### config.mk
export PLATFORM = sky130hd
export DESIGN_NAME = imm_gen
export DESIGN_NICKNAME = d
export VERILOG_FILES = /design/src/rtl/misc_v_pkg.sv /design/src/rtl/imm_gen_extract.sv /design/src/rtl/imm_gen.sv
export SDC_FILE = /design/constraint.sdc
export NUM_CORES = 1
export LEC_CHECK = 0
export BUFFER_PORTS_ARGS = -buffer_cell sky130_fd_sc_hd__buf_2
export CORE_MARGIN = 2
export CORE_UTILIZATION = 33
export DETAILED_ROUTE_END_ITERATION = 8
export HOLD_SLACK_MARGIN = 0.05
export PLACE_DENSITY_LB_ADDON = 0.08
export SYNTH_ARGS = -nofsm -noshare
export SYNTH_HDL_FRONTEND = slang
export SYNTH_SLANG_ARGS = --single-unit
### constraint.sdc
create_clock -name clk -period 0.8 [get_ports clk]
set_input_delay 0.04 -clock clk [delete_from_list [all_inputs] [get_ports clk]]
set_output_delay 0.04 -clock clk [all_outputs]
set_load 0.05 [all_outputs]
### src/rtl/misc_v_pkg.sv
// misc_v_pkg: shared MISC-V decode constants.
// Holds the instruction-class codes found in instr[15:13], the decoded
// immediate class enum, and the width of each class's immediate field.
// Ports: none (package).
package misc_v_pkg;

   // Class codes. R and I use the full 3-bit code; M, Y and J each own
   // two codes and are recognised from instr[15:14] alone.
   localparam logic [2:0] OPC_R     = 3'b000;
   localparam logic [2:0] OPC_I     = 3'b001;
   localparam logic [1:0] OPC_M_MSB = 2'b01;
   localparam logic [1:0] OPC_Y_MSB = 2'b10;
   localparam logic [1:0] OPC_J_MSB = 2'b11;

   // Immediate field widths per class (Y and J share the same field).
   localparam int IMM_W_R  = 4;
   localparam int IMM_W_I  = 4;
   localparam int IMM_W_M  = 7;
   localparam int IMM_W_YJ = 13;

   // Decoded immediate class as presented on imm_type.
   typedef enum logic [2:0] {
      IMM_R = 3'd0,
      IMM_I = 3'd1,
      IMM_M = 3'd2,
      IMM_Y = 3'd3,
      IMM_J = 3'd4
   } imm_type_e;

endpackage

### src/rtl/imm_gen_extract.sv
// imm_extract: combinational class decode and immediate extraction.
// Ports:
//   instr     in  16  low half of the instruction word
//   imm_comb  out 32  sign-extended immediate for the decoded class
//   type_comb out 3   decoded class (imm_type_e encoding)
module imm_extract
   import misc_v_pkg::*;
(
   input  logic [15:0] instr,
   output logic [31:0] imm_comb,
   output logic [2:0]  type_comb
);

   logic [2:0] opc;
   assign opc = instr[15:13];

   // Every class code is defined, so the default arm simply covers the
   // J codes (11x); there is no illegal-opcode path.
   always_comb begin
      imm_comb  = 32'h0000_0000;
      type_comb = IMM_J;
      if (opc == OPC_R) begin
         imm_comb  = {{(32-IMM_W_R){instr[3]}}, instr[3:0]};
         type_comb = IMM_R;
      end else if (opc == OPC_I) begin
         // instr[1:0] sit below the I field and are deliberately dropped.
         imm_comb  = {{(32-IMM_W_I){instr[5]}}, instr[5:2]};
         type_comb = IMM_I;
      end else if (opc[2:1] == OPC_M_MSB) begin
         imm_comb  = {{(32-IMM_W_M){instr[6]}}, instr[6:0]};
         type_comb = IMM_M;
      end else if (opc[2:1] == OPC_Y_MSB) begin
         imm_comb  = {{(32-IMM_W_YJ){instr[12]}}, instr[12:0]};
         type_comb = IMM_Y;
      end else begin
         imm_comb  = {{(32-IMM_W_YJ){instr[12]}}, instr[12:0]};
         type_comb = IMM_J;
      end
   end

endmodule

### src/rtl/imm_gen.sv
// imm_gen: registered immediate generator for the MISC-V execute stage.
// Ports:
//   clk         in  1   system clock, rising edge
//   rst_n       in  1   asynchronous active-low reset
//   instr       in  32  instruction word, only [15:0] significant
//   instr_valid in  1   instr is meaningful this cycle
//   imm         out 32  sign-extended immediate, registered
//   imm_type    out 3   decoded class R=0 I=1 M=2 Y=3 J=4, registered
//   imm_valid   out 1   instr_valid delayed one cycle
module imm_gen
   import misc_v_pkg::*;
(
   input  logic        clk,
   input  logic        rst_n,
   input  logic [31:0] instr,
   input  logic        instr_valid,
   output logic [31:0] imm,
   output logic [2:0]  imm_type,
   output logic        imm_valid
);

   logic [31:0] imm_comb;
   logic [2:0]  type_comb;

   // The upper half of the word belongs to no 16-bit instruction field.
   logic unused_upper;
   assign unused_upper = ^instr[31:16];

   imm_extract u_extract (
      .instr     (instr[15:0]),
      .imm_comb  (imm_comb),
      .type_comb (type_comb)
   );

   // Data registers load every cycle regardless of instr_valid; consumers
   // qualify with imm_valid, so no enable is needed on the data path.
   always_ff @(posedge clk or negedge rst_n) begin
      if (!rst_n) begin
         imm       <= 32'h0000_0000;
         imm_type  <= IMM_R;
         imm_valid <= 1'b0;
      end else begin
         imm       <= imm_comb;
         imm_type  <= type_comb;
         imm_valid <= instr_valid;
      end
   end

endmodule

==> impl_metrics.env <==
export IMPL_cts_path_max_buffers=2
export IMPL_vias_per_cell=4.422
export IMPL_crit_fanout=10
export IMPL_p_int_mw=1.651
export IMPL_final_util_pct=60.08
export IMPL_cts_tree="yes"
export IMPL_synth_seq_area_share_pct=50.97
export IMPL_syn_area_um2=834.6
export IMPL_gr_total_overflow=0
export IMPL_arrival_ps=1100
export IMPL_antenna_found_initial=0
export IMPL_final_cell_mix="buf_6, buf_2, dfrtp_1, dlygate4sd3_1"
export IMPL_synthCells=75
export IMPL_first_global_vias=640
export IMPL_synth_nets=111
export IMPL_pwr_share_seq_pct=34.3
export IMPL_die_width_um=54.29
export IMPL_fmax_mhz=878.5
export IMPL_syn2layout_area_growth_pct=75.11
export IMPL_cap_violations=0
export IMPL_drtAntennaViolNets=0
export IMPL_path_buf_inv=2
export IMPL_hold_path_class="primary input to register"
export IMPL_final_nets=168
export IMPL_period_share_pct=142.3
export IMPL_final_common_cell="buf_6"
export IMPL_pwr_share_comb_pct=49.9
export IMPL_grt_start_max_net_pins=21
export IMPL_coreArea_mm2=0.002432
export IMPL_status="finished with violations"
export IMPL_drive_gt1_share_pct=56.49
export IMPL_hpwl_um=1332
export IMPL_diodes=0
export IMPL_violations="negative setup slack"
export IMPL_avgSynthCellArea_um2=11.13
export IMPL_clkTransAtPathRegs_ps=90
export IMPL_drc=0
export IMPL_worst_pin_slew_ps=393.2
export IMPL_num_vias=712
export IMPL_rsz0062_at_grt="true"
export IMPL_drv_slew=0
export IMPL_critPathLaunchType="register"
export IMPL_initial_core_util_pct=34.31
export IMPL_path_delay_family="flip-flops"
export IMPL_setup_ws_ps=-338.2
export IMPL_synth_cell_types=17
export IMPL_fillCellCount=207
export IMPL_dp_slack_ps=-312.7
export IMPL_wire_per_inst_um=12.65
export IMPL_cts_root_buffer="clkbuf_4"
export IMPL_end_kind="output port"
export IMPL_slowest_stage="dfrtp_4"
export IMPL_totalWireLength_um=2036
export IMPL_ioPinCount=71
export IMPL_hold_violations=0
export IMPL_numPortBuffers=54
export IMPL_cts_htree_levels=1
export IMPL_path_cells="buf_6 -> buf_6"
export IMPL_ir_drop_v=0.001504
export IMPL_power_leakage_nw=0.7264
export IMPL_ys_ff_latch=17
export IMPL_grt_usage_pct=14.59
export IMPL_drt_iter0_drc=9
export IMPL_yosysWarnings=0
export IMPL_critPathMostFrequentCell="buf_6"
export IMPL_die_h_um=54.29
export IMPL_pwr_share_clk_pct=15.8
export IMPL_routabilityCongestion=0.7935
export IMPL_required_ps=760
export IMPL_dr_pass1_iters=4
export IMPL_grt_pass1_wl_um=2967
export IMPL_p_sw_mw=1.194
export IMPL_setup_violations=37
export IMPL_maxSlewHeadroom_pct=73.78
export IMPL_clock_sinks=17
export IMPL_numCtsBuffers=3
export IMPL_placementRows=18
export IMPL_sw_frac_of_total_pct=41.98
export IMPL_crit_type="register to output port"
export IMPL_slowest_delay_ps=500
export IMPL_powerDensity_mw_per_mm2=1947
export IMPL_fp_dieArea_mm2=0.002947
export IMPL_period_needed_ps=1138
Yosys cell counts:
master / n / area share, %
and2_0: 1 / 0.75
mux2_2: 4 / 5.4
buf_4: 19 / 17
inv_1: 2 / 0.90
nor2b_1: 7 / 5.2
a211o_2: 1 / 1.2
a21oi_1: 1 / 0.60
ha_1: 1 / 1.5
dfrtp_1: 17 / 51
nand3_1: 1 / 0.60
nor3b_4: 1 / 2.2
a21o_1: 1 / 0.90
o31ai_1: 7 / 6.3
o21a_1: 2 / 1.8
nor2_1: 2 / 0.90
clkbuf_1: 1 / 0.45
nand2_1: 7 / 3.1
path summary, 6_finish.rpt:
| kind | from | end | slack [ps] | depth (start not counted) |
|---|---|---|---|---|
| max | imm[30] | imm[23] | -340 | 2 |
| min in group asynchronous | rst_n | imm_type[0] | 220 | 2 |
| max in group asynchronous | rst_n | imm[30] | 270 | 2 |
| min | instr[15] | imm_type[0] | 90 | 3 |
sequential cells by signal, summed over array words and instances (netlist names):
| signal | count |
|---|---|
| imm | 13 |
| imm_type | 3 |
| imm_valid | 1 |
area by class of cell:
cell class,instances,area (um^2),share of cell area [%]
Timing Repair Buffer,72,676.9,46.32
Sequential cell,17,429.2,29.37
Multi-Input combinational cell,36,271.5,18.58
Tap cell,30,37.54,2.568
Clock buffer,4,26.28,1.798
Inverter,2,20.02,1.370
routing by layer:
| metal | part of all wire [%] | vias to the layer above | GRT usage, % |
|---|---|---|---|
| met2 | 53 | 33 | 27.31 |
| met1 | 37 | 334 | 14.95 |
| met3 | 9.2 | 2 | 4.918 |
| li1 | - | 343 | - |
| met4 | 0.98 | 0 | 5.000 |
| met5 | 0 | - | 0 |
stage by stage:
step / setup TNS (ps) / cells / total power, mW / hold WS [ps] / area (um^2)
floorplan: -1970 / 75 / 1.929 / -255.6 / 864.6
global placement: -3181 / 145 / 2.074 / -15.41 / 1082
detailed placement: -3515 / 145 / 2.079 / -15.50 / 1082
CTS: -7770 / 159 / 2.744 / 73.82 / 1361
global route: -9138 / 161 / 2.987 / 66.93 / 1461
finish: -7601 / 161 / 2.846 / 85.78 / 1461
power groups by stage:
stage	Clock [mW]	Combinational, mW	Sequential, mW
after floorplan	0	0.660	1.27
after global placement	0	1.09	0.985
after detailed placement	0	1.09	0.989
after CTS	0.468	1.28	0.997
after global routing	0.519	1.48	0.984
final	0.450	1.42	0.976
logic make-up (layout without fill, tap and decap cells):
group,after synthesis,in the layout,synth area share (%)
buffers and inverters,22,78,18.44
and+or+nand+nor,19,19,12.89
DFF,17,17,50.97
AOI/OAI and AO/OA,12,12,10.79
muxes,4,4,5.397
adders and majority gates,1,1,1.499
timing repair:
action,4_1_cts,5_1_grt
pin swaps,0,1
hold buffers,10,1
endpoints found under the setup margin,39,39
resized for setup,53,25
hold endpoints to repair,25,2
setup buffers,0,2
No activity file was read; power rests on OpenSTA's default activity.
